===== config.mk =====
export PLATFORM = sky130hd
export DESIGN_NAME = mem_port_arbiter
export DESIGN_NICKNAME = d
export VERILOG_FILES = /design/src/rtl/mem_port_arbiter.sv
export SDC_FILE = /design/constraint.sdc
export NUM_CORES = 1
export LEC_CHECK = 0
export CAP_MARGIN = 20
export CORE_ASPECT_RATIO = 1.2
export CORE_MARGIN = 1.5
export CORE_UTILIZATION = 36
export DETAILED_ROUTE_END_ITERATION = 7
export PLACE_DENSITY = 0.81
export SYNTH_ARGS = -nofsm -noshare
export SYNTH_HDL_FRONTEND = slang
export SYNTH_SLANG_ARGS = --single-unit

===== constraint.sdc =====
create_clock -name clk -period 3.5 [get_ports clk]
set_input_delay 0.7 -clock clk [delete_from_list [all_inputs] [get_ports clk]]
set_output_delay 0.7 -clock clk [all_outputs]
set_load 0.02 [all_outputs]

===== src/rtl/mem_port_arbiter.sv =====
// Arbitrates the shared instruction/data memory port between the core and a debug/loader requester.
// Optional macro MEM_ARB_CPU_PRIO_EN selects fixed core priority instead of round-robin.
module mem_port_arbiter #(
    parameter int ADDR_W  = 32,
    parameter int DATA_W  = 32,
    parameter int MEM_LAT = 1
) (
    input  logic              clk,
    input  logic              reset,
    input  logic              cpu_req,
    input  logic              cpu_we,
    input  logic [ADDR_W-1:0] cpu_addr,
    input  logic [DATA_W-1:0] cpu_wdata,
    output logic              cpu_ack,
    input  logic              dbg_req,
    input  logic              dbg_we,
    input  logic [ADDR_W-1:0] dbg_addr,
    input  logic [DATA_W-1:0] dbg_wdata,
    output logic              dbg_ack,
    output logic [DATA_W-1:0] rdata,
    output logic              mem_en,
    output logic              mem_we,
    output logic [ADDR_W-1:0] mem_addr,
    output logic [DATA_W-1:0] mem_wdata,
    input  logic [DATA_W-1:0] mem_rdata,
    output logic              busy,
    output logic              owner
);

    typedef enum logic [1:0] {IDLE, ISSUE, WAIT, ACK} state_t;

    localparam logic [3:0] LAT_M1 = 4'(MEM_LAT - 1);

    state_t     state;
    logic       we_q;
    logic [3:0] cnt;
    logic       grant_dbg;

`ifdef MEM_ARB_CPU_PRIO_EN
    always_comb grant_dbg = dbg_req & ~cpu_req;
`else
    logic last_owner;

    // On a tie the side that did not win last time gets the port.
    always_comb grant_dbg = dbg_req & (~cpu_req | ~last_owner);
`endif

    always_ff @(posedge clk or posedge reset) begin
        if (reset) begin
            state     <= IDLE;
            we_q      <= 1'b0;
            cnt       <= 4'd0;
            rdata     <= '0;
            mem_addr  <= '0;
            mem_wdata <= '0;
            mem_en    <= 1'b0;
            mem_we    <= 1'b0;
            cpu_ack   <= 1'b0;
            dbg_ack   <= 1'b0;
            busy      <= 1'b0;
            owner     <= 1'b0;
`ifndef MEM_ARB_CPU_PRIO_EN
            last_owner <= 1'b1;
`endif
        end else begin
            // Strobes and acks are single-cycle; the case below re-asserts them on entry.
            mem_en  <= 1'b0;
            mem_we  <= 1'b0;
            cpu_ack <= 1'b0;
            dbg_ack <= 1'b0;
            case (state)
                IDLE: begin
                    if (cpu_req | dbg_req) begin
                        owner     <= grant_dbg;
`ifndef MEM_ARB_CPU_PRIO_EN
                        last_owner <= grant_dbg;
`endif
                        we_q      <= grant_dbg ? dbg_we    : cpu_we;
                        mem_addr  <= grant_dbg ? dbg_addr  : cpu_addr;
                        mem_wdata <= grant_dbg ? dbg_wdata : cpu_wdata;
                        mem_en    <= 1'b1;
                        mem_we    <= grant_dbg ? dbg_we    : cpu_we;
                        busy      <= 1'b1;
                        state     <= ISSUE;
                    end
                end
                ISSUE: begin
                    if (we_q) begin
                        cpu_ack <= ~owner;
                        dbg_ack <= owner;
                        state   <= ACK;
                    end else begin
                        cnt   <= LAT_M1;
                        state <= WAIT;
                    end
                end
                WAIT: begin
                    if (cnt == 4'd0) begin
                        rdata   <= mem_rdata;
                        cpu_ack <= ~owner;
                        dbg_ack <= owner;
                        state   <= ACK;
                    end else begin
                        cnt <= cnt - 4'd1;
                    end
                end
                ACK: begin
                    busy  <= 1'b0;
                    state <= IDLE;
                end
                default: begin
                    busy  <= 1'b0;
                    state <= IDLE;
                end
            endcase
        end
    end

endmodule


After elaboration in Yosys (flattened, before gate mapping)
Cells that the tools add are included.
Word-level totals
  bits in registers: 110
  output and inout bits: 102
  word-level logic and storage cells: 58
Operators by class
  add/subtract/negate cells: 1
  equality and inequality tests: 7
  muxes and demuxes: 22
  bitwise operators: 6
  reductions and logical operators: 9
Operator list (number)
  $mux W32: 2
  $mux W1: 11
  $mux W4: 2
  $ne A2 B2 Y1 const B: 4
  $pmux W2 S4: 1
  $pmux W4 S2: 1
  $reduce_and A2 Y1: 4
  $pmux W1 S2: 3
  $eq A2 B2 Y1 const B: 2
  $logic_not A4 Y1: 1
  $mux W2: 2
  $reduce_bool A2 Y1: 2
  $sub A4 B1 Y4 const B: 1
  $not A1 Y1: 3
  $reduce_and A3 Y1: 1
  $eq A2 B1 Y1 const B: 1
  $logic_not A2 Y1: 1
  $or A1 B1 Y1: 2
  $and A1 B1 Y1: 1

Logic depth before layout (Yosys ltp)
Gate-level depths: netlist of run 1.
  word-level depth: 6
  depth in mapped cells: 7
  mapped depth without buffers: 5

Least setup slack after synthesis of run 1
OpenSTA, ideal clock, no wires.
  kind: reg2reg
  start: reg cnt[0]
  end: reg state[1]
  setup time: 0.125 ns
  arrival time: 1.533 ns
  slack: 1.842 ns
  cell stages (with the launch flop): 6
  period minus slack after synthesis: 1.658 ns
  cells stage by stage: dfrtp_1 -> inv_1 -> ha_1 -> or3b_4 -> a21oi_2 -> mux2_2
Between the ends
  cells in the longest elaborated chain, start to end: 3
RTL lines
  from (decl): line 36  | logic [3:0] cnt;
  from (signal assigned): line 104  | cnt <= cnt - 4'd1;
  $logic_not A4 Y1: line 98  | if (cnt == 4'd0) begin
  $ne A2 B2 Y1 (no line)
  $reduce_and A2 Y1 (no line)
  to (signal assigned): line 94  | state <= WAIT;
  to (signal assigned): line 102  | state <= ACK;
  to (signal assigned): line 109  | state <= IDLE;
  to (decl): line 34  | state_t state;
No other way between the ends.
A chain may end at the register's enable or synchronous reset.

Final worst setup path of run 1
  start: in dbg_req
  end: reg mem_addr[23]
Between the ends
  cells in the longest elaborated chain, start to end: 2
RTL lines
  from (decl): line 15  | input logic dbg_req,
  $and A1 B1 Y1 or $or A1 B1 Y1 (tied branches): line 45, 73
  $mux W32 or $reduce_and A2 Y1 (tied branches)
  to (signal assigned): line 79  | mem_addr <= grant_dbg ? dbg_addr : cpu_addr;
  to (decl): line 23  | output logic [ADDR_W-1:0] mem_addr,
Parallel ways exist; a longest one is shown, timed or not.

==> summary.json, run 1 <==
{
  "status": {"value": "complete, no violations"},
  "number_of_distinct_library_cells_after_synthesis": {"value": 39},
  "hpwl": {"value": 10870, "unit": "um"},
  "cts_tree": {"value": "yes"},
  "post-layout-total-power": {"value": 0.006956, "unit": "W"},
  "netlist_area": {"value": 5015, "unit": "um^2"},
  "grt_max_degree": {"value": 114},
  "number_of_antenna_diodes": {"value": 0},
  "antenna_found_initial": {"value": 0},
  "ctsRootBufferMaster": {"value": "sky130_fd_sc_hd__clkbuf_16"},
  "cts_max_level": {"value": 3},
  "final.setup.tns": {"value": 0, "unit": "ps"},
  "drt_pre_antenna_iters": {"value": 4},
  "setup.worst_path.start": {"value": "dbg_req"},
  "number_of_buffers_created_by_cts": {"value": 9},
  "grtUsageTotal": {"value": 20.24, "unit": "%"},
  "p_clk_share": {"value": 15.5, "unit": "%"},
  "data_required_time_at_the_worst_endpoint": {"value": 3700, "unit": "ps"},
  "timing.reg2reg.worst_path_depth": {"value": 5},
  "most_common_cell_after_layout_fill_and_taps_aside": {"value": "sky130_fd_sc_hd__clkdlybuf4s50_1"},
  "synthesis.yosys.warnings": {"value": 0},
  "timing.final.setup_violations": {"value": 0},
  "tightestPinTransition": {"value": 619.6, "unit": "ps"},
  "gp_congestion": {"value": 0.8289},
  "final_max_slew_viol_count": {"value": 0},
  "die_x": {"value": 110.7, "unit": "um"},
  "post_synth_inst_count": {"value": 418},
  "clk_pin_slew_worst_paths": {"value": 70, "unit": "ps"},
  "setup.worst_path.class": {"value": "in -> reg"},
  "min_period_over_period": {"value": 67.98, "unit": "%"},
  "synth.yosys.seq_area_share": {"value": 54.92, "unit": "%"},
  "p_leak": {"value": 3.551, "unit": "nW"},
  "syn2layout_area_growth": {"value": 62.53, "unit": "%"},
  "floorplan.die.height": {"value": 132.3, "unit": "um"},
  "dr_total_vias": {"value": 4146},
  "drt_iter0_markers": {"value": 143},
  "maxCapViolations": {"value": 0},
  "layout.cells.most_common_list": {"value": "sky130_fd_sc_hd__clkdlybuf4s50_1, sky130_fd_sc_hd__dfrtp_1, sky130_fd_sc_hd__nand2_1"},
  "clock_sink_count": {"value": 110},
  "timing.critical_path.fanout_max": {"value": 15},
  "layout-drive-gt1-share": {"value": 9.649, "unit": "%"},
  "vdd_drop_max": {"value": 0.5137, "unit": "mV"},
  "p_comb_share": {"value": 52.5, "unit": "%"},
  "worst_slew_margin_relative_to_its_limit": {"value": 58.61, "unit": "%"},
  "fin_crit": {"value": 2379, "unit": "ps"},
  "num-nets-final": {"value": 851},
  "startpoint_type": {"value": "primary input"},
  "post-cts-setup-buffers": {"value": 0},
  "post_cts.resized_instances": {"value": 0},
  "starting_density_of_the_core": {"value": 36.60, "unit": "%"},
  "skew": {"value": 8.898, "unit": "ps"},
  "first_global_vias": {"value": 4547},
  "fp_rows": {"value": 47},
  "drt-wirelength-per-cell": {"value": 16.88, "unit": "um"},
  "switchingPower": {"value": 0.002607, "unit": "W"},
  "switching_share": {"value": 37.48, "unit": "%"},
  "pin_count": {"value": 268},
  "rr_startpoint": {"value": "state[0]"},
  "cts_buffer_depth": {"value": 2},
  "clk-insertion-delay-late": {"value": 350, "unit": "ps"},
  "synth_flop_cell": {"value": "sky130_fd_sc_hd__dfrtp_1"},
  "timing.final.hold_violations": {"value": 0},
  "power.share.sequential": {"value": 32.0, "unit": "%"},
  "io_buffers": {"value": 267},
  "synth_enable_flop_cells": {"value": 0},
  "hold_path_class": {"value": "reg -> reg"},
  "timing.hold.worst_path_depth": {"value": 1},
  "postSynthAreaPerCell": {"value": 12.00, "unit": "um^2"},
  "drt-vias-per-instance": {"value": 4.849},
  "final_antenna_net_count": {"value": 0},
  "rsz0062_at_grt": {"value": "false"},
  "mappedNetlistNets": {"value": 590},
  "fp.dieArea": {"value": 14650, "unit": "um^2"},
  "global_route_wire_length_before_repair": {"value": 23450, "unit": "um"},
  "holdCritStartpoint": {"value": "owner"},
  "post_detailed_routing_wire_length": {"value": 14430, "unit": "um"},
  "achievable-frequency": {"value": 0.4203, "unit": "GHz"},
  "power_density": {"value": 853.5, "unit": "nW/um^2"},
  "placeableCoreArea": {"value": 13700, "unit": "um^2"},
  "synth-async-reset-ratio": {"value": 100.0, "unit": "%"},
  "drt_drc_violations_left": {"value": 0},
  "gr-total-overflow": {"value": 0},
  "internal_power": {"value": 0.004349, "unit": "W"},
  "wp_data_arrival": {"value": 2580, "unit": "ps"},
  "setup.worst_path.end_class": {"value": "register"},
  "hold_buffers": {"value": 0},
  "synth_seq_cells": {"value": 110}
}
cell families after synthesis:
group           after synthesis  synth area share, %
flops                       110                54.92
mux                          99                22.68
simple gates                 86                7.410
compound gates               82                8.857
buf+inv                      35                4.640
fa+ha+maj                     6                1.497
final cells by class:
type / count / area, um^2
Timing Repair Buffer: 276 / 2778
Clock buffer: 12 / 266.5
Fill cell: 1098 / 5552
Multi-Input combinational cell: 273 / 2047
Inverter: 9 / 37.54
Clock inverter: 4 / 53.80
Sequential cell: 110 / 2754
Tap cell: 171 / 214.0
stage by stage:
stage / utilization [%] / area (um^2) / worst slack (ps) / hold slack, ps / std cells
after detailed placement: 57.15 / 7830 / 766.3 / 454.6 / 839
after global placement: 57.15 / 7830 / 859.4 / 454.2 / 839
after global routing: 59.48 / 8150 / 1059 / 481.8 / 855
after floorplan: - / 5019 / 1471 / 490.6 / 418
after CTS: 59.48 / 8150 / 1138 / 465.2 / 855
final: 59.48 / 8150 / 1121 / 463.7 / 855
critical path, cell delays in order:
cell and delay [ps]:
sky130_fd_sc_hd__clkdlybuf4s50_1 580, sky130_fd_sc_hd__a21boi_4 560, sky130_fd_sc_hd__buf_4 390, sky130_fd_sc_hd__mux2i_1 250, sky130_fd_sc_hd__o21ai_0 110
registers in the layout, summed over array words and instances (netlist names), 2 cells and up:
register and flops:
mem_wdata 32, rdata 32, state 2, mem_addr 32, cnt 4
power by group through the flow:
stage	registers [W]	clock network (W)	logic (W)
final	0.00222	0.00108	0.00365
after global routing	0.00230	0.00116	0.00391
after CTS	0.00223	0.00111	0.00370
after detailed placement	0.00224	0	0.00368
after global placement	0.00221	0	0.00359
after floorplan	0.00291	0	0.00136
cell usage after synthesis, types with 2 or more instances:
cell type                    n  area share [%]
sky130_fd_sc_hd__mux2_2      5             1.1
sky130_fd_sc_hd__nor2b_1     2            0.25
sky130_fd_sc_hd__mux2i_1    66              13
sky130_fd_sc_hd__ha_1        6             1.5
sky130_fd_sc_hd__buf_6       5             1.1
sky130_fd_sc_hd__nor2_1      5            0.37
sky130_fd_sc_hd__buf_2       8            0.80
sky130_fd_sc_hd__nand2_1    68             5.1
sky130_fd_sc_hd__o21ai_1    40             4.0
sky130_fd_sc_hd__clkbuf_1    6            0.45
sky130_fd_sc_hd__mux2_4     28             8.4
sky130_fd_sc_hd__buf_4       2            0.30
sky130_fd_sc_hd__a31oi_1     2            0.25
sky130_fd_sc_hd__inv_1       9            0.67
sky130_fd_sc_hd__dfrtp_1   109              54
sky130_fd_sc_hd__nor4_1      2            0.25
sky130_fd_sc_hd__buf_8       4             1.2
sky130_fd_sc_hd__o21ai_0    30             3.0
metal layers:
layer	routed length [um]	share of wire, %	global-route usage [%]
met4	308	2.1	7.621
met3	1108	7.7	5.885
met1	5600	39	22.80
met2	7414	51	36.15
met5	0	0	0
final timing paths:
kind | endpoint | slack [ps]
setup / recovery | mem_addr[23] | 1120
hold / removal | cpu_ack | 460
setup reg to reg | rdata[20] | 1200
hold reg to reg | cpu_ack | 460
max in group asynchronous | mem_addr[16] | 2200
min in group asynchronous | rdata[2] | 890
(Power assumes the default switching activity.)
==> run 2: changes to the inputs <==
--- a/config.mk
+++ b/config.mk
@@ -8,9 +8,9 @@
 export CAP_MARGIN = 20
 export CORE_ASPECT_RATIO = 1.2
 export CORE_MARGIN = 1.5
-export CORE_UTILIZATION = 36
+export CORE_UTILIZATION = 40
 export DETAILED_ROUTE_END_ITERATION = 7
-export PLACE_DENSITY = 0.81
+export PLACE_DENSITY = 0.85
 export SYNTH_ARGS = -nofsm -noshare
 export SYNTH_HDL_FRONTEND = slang
 export SYNTH_SLANG_ARGS = --single-unit
==> constraint.sdc (replaced) <==
create_clock -name clk -period 2.5 [get_ports clk]
set_input_delay 0.5 -clock clk [delete_from_list [all_inputs] [get_ports clk]]
set_output_delay 0.5 -clock clk [all_outputs]
set_load 0.02 [all_outputs]
==> run 2 against run 1 <==
Cell area up 0.88%. Sequential power grew 41%. Die area decreased by 9.8%. Critical path type is now reg -> reg. Critical endpoint is now rdata[17]. Highest routed layer is now met5.
==> summary.json, run 2 (synthesized netlist as in run 1, its figures left out) <==
{
  "status": {"value": "complete, no violations"},
  "placeableCoreArea": {"value": 12170, "unit": "um^2"},
  "drt-vias-per-instance": {"value": 4.926},
  "ctsRootBufferMaster": {"value": "sky130_fd_sc_hd__clkbuf_16"},
  "first_global_vias": {"value": 4409},
  "setup.worst_path.end_class": {"value": "register"},
  "gp_congestion": {"value": 0.8648},
  "grtUsageTotal": {"value": 21.66, "unit": "%"},
  "min_to": {"value": "cpu_ack"},
  "hold_buffers": {"value": 0},
  "clk-insertion-delay-late": {"value": 330, "unit": "ps"},
  "final.setup.tns": {"value": 0, "unit": "ps"},
  "data_required_time_at_the_worst_endpoint": {"value": 2720, "unit": "ps"},
  "post_cts.resized_instances": {"value": 0},
  "drt_pre_antenna_iters": {"value": 4},
  "rr_startpoint": {"value": "state[0]"},
  "skew": {"value": 8.162, "unit": "ps"},
  "hold_path_class": {"value": "reg -> reg"},
  "groute.layer.met2.usage": {"value": 39.52, "unit": "%"},
  "path_cells": {"value": "inv_1 -> ha_1 -> and4bb_2 -> buf_12 -> mux2_2"},
  "post-cts-setup-buffers": {"value": 0},
  "power_density": {"value": 1190, "unit": "nW/um^2"},
  "wp_data_arrival": {"value": 2330, "unit": "ps"},
  "post-layout-total-power": {"value": 0.009780, "unit": "W"},
  "timing.reg2reg.worst_path_depth": {"value": 5},
  "gr-total-overflow": {"value": 0},
  "most_common_cell_after_layout_fill_and_taps_aside": {"value": "sky130_fd_sc_hd__clkdlybuf4s50_1"},
  "number_of_buffers_created_by_cts": {"value": 9},
  "cts_tree": {"value": "yes"},
  "clk_pin_slew_worst_paths": {"value": 70, "unit": "ps"},
  "min_period_over_period": {"value": 84.17, "unit": "%"},
  "layout.cells.most_common_list": {"value": "sky130_fd_sc_hd__clkdlybuf4s50_1, sky130_fd_sc_hd__dfrtp_1, sky130_fd_sc_hd__nand2_1"},
  "rsz0062_at_grt": {"value": "false"},
  "num-fill-cells": {"value": 889},
  "timing.final.setup_violations": {"value": 0},
  "worst_slew_margin_relative_to_its_limit": {"value": 57.46, "unit": "%"},
  "antenna_found_initial": {"value": 1},
  "floorplan.die.height": {"value": 125.7, "unit": "um"},
  "top_regs": {"value": "mem_addr (32), mem_wdata (32), rdata (32)"},
  "layout-drive-gt1-share": {"value": 10.43, "unit": "%"},
  "fin_crit": {"value": 2104, "unit": "ps"},
  "io_buffers": {"value": 267},
  "num-nets-final": {"value": 857},
  "use_met3": {"value": 5.435, "unit": "%"},
  "fp.dieArea": {"value": 13220, "unit": "um^2"},
  "maxCapViolations": {"value": 0},
  "cts_max_level": {"value": 3},
  "vdd_drop_max": {"value": 0.5734, "unit": "mV"},
  "dr_total_vias": {"value": 4192},
  "drt_iter0_markers": {"value": 172},
  "drt_drc_violations_left": {"value": 0},
  "setup.worst_path.class": {"value": "reg -> reg"},
  "timing.final.hold_violations": {"value": 0},
  "grt.busiest_layer": {"value": "met2"},
  "cp_slowest_cell": {"value": "sky130_fd_sc_hd__and4bb_2"},
  "die_x": {"value": 105.2, "unit": "um"},
  "p_leak": {"value": 3.593, "unit": "nW"},
  "post_detailed_routing_wire_length": {"value": 13870, "unit": "um"},
  "hpwl": {"value": 10810, "unit": "um"},
  "crit-reg2reg-capture": {"value": "rdata[17]"},
  "pin_count": {"value": 268},
  "cpPeakStageDelay": {"value": 470, "unit": "ps"},
  "syn2layout_area_growth": {"value": 63.95, "unit": "%"},
  "register_to_register_setup_slack": {"value": 400, "unit": "ps"},
  "number_of_antenna_diodes": {"value": 0},
  "timing.hold.worst_path_depth": {"value": 1},
  "final_max_slew_viol_count": {"value": 0},
  "setup.worst_path.start": {"value": "state[0]"},
  "grt_max_degree": {"value": 52},
  "tightestPinTransition": {"value": 635.6, "unit": "ps"},
  "drt-wirelength-per-cell": {"value": 16.30, "unit": "um"},
  "global_route_wire_length_before_repair": {"value": 22420, "unit": "um"},
  "achievable-frequency": {"value": 0.4752, "unit": "GHz"},
  "timing.critical_path.fanout_max": {"value": 14},
  "fp_rows": {"value": 44},
  "startpoint_type": {"value": "register"},
  "starting_density_of_the_core": {"value": 41.22, "unit": "%"},
  "cts_buffer_depth": {"value": 2},
  "use_met1": {"value": 24.50, "unit": "%"},
  "clock_sink_count": {"value": 110},
  "final_antenna_net_count": {"value": 0},
  "holdCritStartpoint": {"value": "owner"}
}
## run 2: cell types whose count changed in the layout (fill, tap and decap cells not counted)
cell and delta:
sky130_fd_sc_hd__bufinv_16 -1, sky130_fd_sc_hd__clkinv_2 +1, sky130_fd_sc_hd__buf_4 +1, sky130_fd_sc_hd__clkinv_4 +1, sky130_fd_sc_hd__clkinvlp_4 -1, sky130_fd_sc_hd__buf_12 +5
## run 2: stage by stage
| step | utilization, % | worst slack, ps | cell area (um^2) | hold slack [ps] | instances |
|---|---|---|---|---|---|
| 4_1_cts | 67.58 | 394.0 | 8222 | 474.2 | 851 |
| 5_1_grt | 67.58 | 269.7 | 8222 | 494.1 | 851 |
| 2_1_floorplan | - | 671.3 | 5019 | 490.6 | 418 |
| 3_3_place_gp | 65.14 | 357.8 | 7925 | 448.4 | 835 |
| 6_report | 67.58 | 395.8 | 8222 | 469.5 | 851 |
| 3_5_place_dp | 65.14 | 292.9 | 7925 | 456.3 | 835 |
## run 2: routing by layer
metal | vias up | wire, um
met5 | - | 13
met2 | 212 | 7260
met4 | 2 | 225
met1 | 1972 | 5230
met3 | 25 | 1140
li1 | 1981 | -
## run 2: power breakdown
group	leakage, nW	total (W)	internal, W	switching [W]
Combinational	2.10	0.00527	0.00272	0.00255
Sequential	1.35	0.00312	0.00264	0.000481
Clock	0.145	0.00139	0.000760	0.000628
## run 2: worst max-delay path by stage
| stage | to | slack (ps) | cells past startpoint |
|---|---|---|---|
| 2_1_floorplan | busy | 670 | 1 |
| 3_3_place_gp | mem_addr[20] | 360 | 4 |
| 3_5_place_dp | mem_addr[21] | 290 | 5 |
| 4_1_cts | rdata[17] | 390 | 5 |
| 5_1_grt | rdata[17] | 270 | 5 |
| 6_report | rdata[17] | 400 | 5 |
## run 2: critical path: cells and delay by family (launching register included)
kind / cells / cell delay [ps]
and+or+nand+nor: 1 / 470
DFF: 1 / 420
adders and majority gates: 1 / 400
buffers and inverters: 2 / 350
muxes: 1 / 340
## run 2: area by class of cell
type	instances	area [um^2]	share of cell area, %
clock buffers	12	266.5	3.242
clock inverters	4	30.03	0.3652
inverters	9	37.54	0.4566
multi-input cells	273	2047	24.90
flip-flops and latches	110	2754	33.50
well taps	161	201.4	2.450
repair buffers	282	2885	35.09
==> run 3: changes to the inputs <==
==> constraint.sdc (replaced) <==
create_clock -name clk -period 2.1 [get_ports clk]
set_input_delay 0.42 -clock clk [delete_from_list [all_inputs] [get_ports clk]]
set_output_delay 0.42 -clock clk [all_outputs]
set_load 0.02 [all_outputs]
==> run 3 against run 2 <==
Via count grew 0.74%. Highest routed layer unchanged. Wire length grew 2.6%. Global-route usage grew 0.26 points.
==> summary.json, run 3 (synthesized netlist as in run 1, its figures left out) <==
{
  "pin_count": {"value": 268},
  "fin_crit": {"value": 1883, "unit": "ps"},
  "antenna_found_initial": {"value": 1},
  "power_density": {"value": 1407, "unit": "nW/um^2"},
  "timing.critical_path.fanout_max": {"value": 16},
  "layout.cells.most_common_list": {"value": "sky130_fd_sc_hd__clkdlybuf4s50_1, sky130_fd_sc_hd__dfrtp_1, sky130_fd_sc_hd__nand2_1"},
  "global_route_wire_length_before_repair": {"value": 22510, "unit": "um"},
  "num-nets-final": {"value": 858},
  "worst_slew_margin_relative_to_its_limit": {"value": 74.74, "unit": "%"},
  "maxCapViolations": {"value": 0},
  "gr-total-overflow": {"value": 0},
  "gp_congestion": {"value": 0.8311},
  "drt_iter0_markers": {"value": 138},
  "first_global_vias": {"value": 4530},
  "crit_end": {"value": "rdata[20]"},
  "post_detailed_routing_wire_length": {"value": 14230, "unit": "um"},
  "p_leak": {"value": 3.581, "unit": "nW"},
  "drt_pre_antenna_iters": {"value": 4},
  "vdd_drop_max": {"value": 0.7115, "unit": "mV"},
  "clock_sink_count": {"value": 110},
  "hold_buffers": {"value": 0},
  "register_to_register_setup_slack": {"value": 220, "unit": "ps"},
  "skew": {"value": 8.780, "unit": "ps"},
  "final.setup.tns": {"value": 0, "unit": "ps"},
  "startpoint_type": {"value": "register"},
  "min_period_over_period": {"value": 89.64, "unit": "%"},
  "floorplan.die.height": {"value": 125.7, "unit": "um"},
  "hpwl": {"value": 11310, "unit": "um"},
  "clk_pin_slew_worst_paths": {"value": 70, "unit": "ps"},
  "cts_tree": {"value": "yes"},
  "final_antenna_net_count": {"value": 0},
  "number_of_buffers_created_by_cts": {"value": 9},
  "starting_density_of_the_core": {"value": 41.22, "unit": "%"},
  "post-cts-setup-buffers": {"value": 0},
  "rr_startpoint": {"value": "state[0]"},
  "setup.worst_path.class": {"value": "reg -> reg"},
  "rsz0062_at_grt": {"value": "false"},
  "most_common_cell_after_layout_fill_and_taps_aside": {"value": "sky130_fd_sc_hd__clkdlybuf4s50_1"},
  "status": {"value": "complete, no violations"},
  "drt_drc_violations_left": {"value": 0},
  "post_cts.resized_instances": {"value": 0},
  "placeableCoreArea": {"value": 12170, "unit": "um^2"},
  "data_required_time_at_the_worst_endpoint": {"value": 2330, "unit": "ps"},
  "timing.reg2reg.worst_path_depth": {"value": 5},
  "wp_data_arrival": {"value": 2110, "unit": "ps"},
  "timing.final.hold_violations": {"value": 0},
  "setup.worst_path.end_class": {"value": "register"},
  "grt_max_degree": {"value": 91},
  "die_x": {"value": 105.2, "unit": "um"},
  "layout.core_utilization": {"value": 67.51, "unit": "%"},
  "ctsRootBufferMaster": {"value": "sky130_fd_sc_hd__clkbuf_16"},
  "timing.final.setup_violations": {"value": 0},
  "top_regs": {"value": "mem_addr (32), mem_wdata (32), rdata (32)"},
  "layout-drive-gt1-share": {"value": 10.56, "unit": "%"},
  "setup.worst_path.start": {"value": "state[0]"},
  "drt-vias-per-instance": {"value": 4.957},
  "achievable-frequency": {"value": 0.5312, "unit": "GHz"},
  "clk-insertion-delay-late": {"value": 340, "unit": "ps"},
  "fp_rows": {"value": 44},
  "cts_buffer_depth": {"value": 2},
  "crit-reg2reg-capture": {"value": "rdata[20]"},
  "grtUsageTotal": {"value": 21.93, "unit": "%"},
  "num-fill-cells": {"value": 889},
  "final_max_slew_viol_count": {"value": 0},
  "number_of_antenna_diodes": {"value": 0},
  "dr_total_vias": {"value": 4223},
  "syn2layout_area_growth": {"value": 63.80, "unit": "%"},
  "fp.dieArea": {"value": 13220, "unit": "um^2"},
  "drt-wirelength-per-cell": {"value": 16.71, "unit": "um"},
  "io_buffers": {"value": 267},
  "hold_path_class": {"value": "reg -> reg"},
  "tightestPinTransition": {"value": 375.4, "unit": "ps"},
  "cts_max_level": {"value": 3}
}
## run 3: worst max-delay path: stages (launching register included)
cell and delay, ps:
sky130_fd_sc_hd__dfrtp_1 420, sky130_fd_sc_hd__inv_1 140, sky130_fd_sc_hd__ha_1 260, sky130_fd_sc_hd__and4bb_2 400
sky130_fd_sc_hd__buf_12 210, sky130_fd_sc_hd__mux2_2 340
## run 3: worst min-delay path by stage
| stage | from | to | slack, ps | depth (start not counted) |
|---|---|---|---|---|
| final | owner | cpu_ack | 480 | 1 |
| after floorplan | we_q | we_q | 490 | 2 |
| after CTS | owner | cpu_ack | 480 | 1 |
| after detailed placement | owner | cpu_ack | 470 | 1 |
| after global routing | owner | cpu_ack | 490 | 1 |
| after global placement | owner | cpu_ack | 450 | 1 |
## run 3: per-layer routing
| layer | track usage, % | share of wire (%) | up-vias |
|---|---|---|---|
| met2 | 41.33 | 53 | 210 |
| met3 | 6.573 | 7.8 | 28 |
| li1 | - | - | 1988 |
| met5 | 0 | 0.12 | - |
| met1 | 22.21 | 36 | 1995 |
| met4 | 9.186 | 2.9 | 2 |
## run 3: power breakdown
group | internal, W | switching (W)
Clock | 0.000817 | 0.000779
Combinational | 0.00320 | 0.00304
Sequential | 0.00314 | 0.000580
## run 3: area by class of cell
cell class,count,area (um^2),share of cell area (%)
well taps,161,201.4,2.452
clock buffers,9,225.2,2.742
multi-input cells,273,2047,24.92
clock inverters,7,56.30,0.6855
inverters,9,37.54,0.4570
flip-flops and latches,110,2754,33.53
repair buffers,283,2893,35.22
## run 3: per-stage QoR
stage	area (um^2)	worst slack [ps]	hold slack [ps]	cells	total power, W
global placement	7933	127.6	447.1	836	0.009793
detailed placement	7933	30.24	469.4	836	0.01002
global route	8214	146.4	494.5	852	0.01220
floorplan	5019	351.3	490.6	418	0.007111
CTS	8214	214.4	484.8	852	0.01167
finish	8214	217.5	479.1	852	0.01155
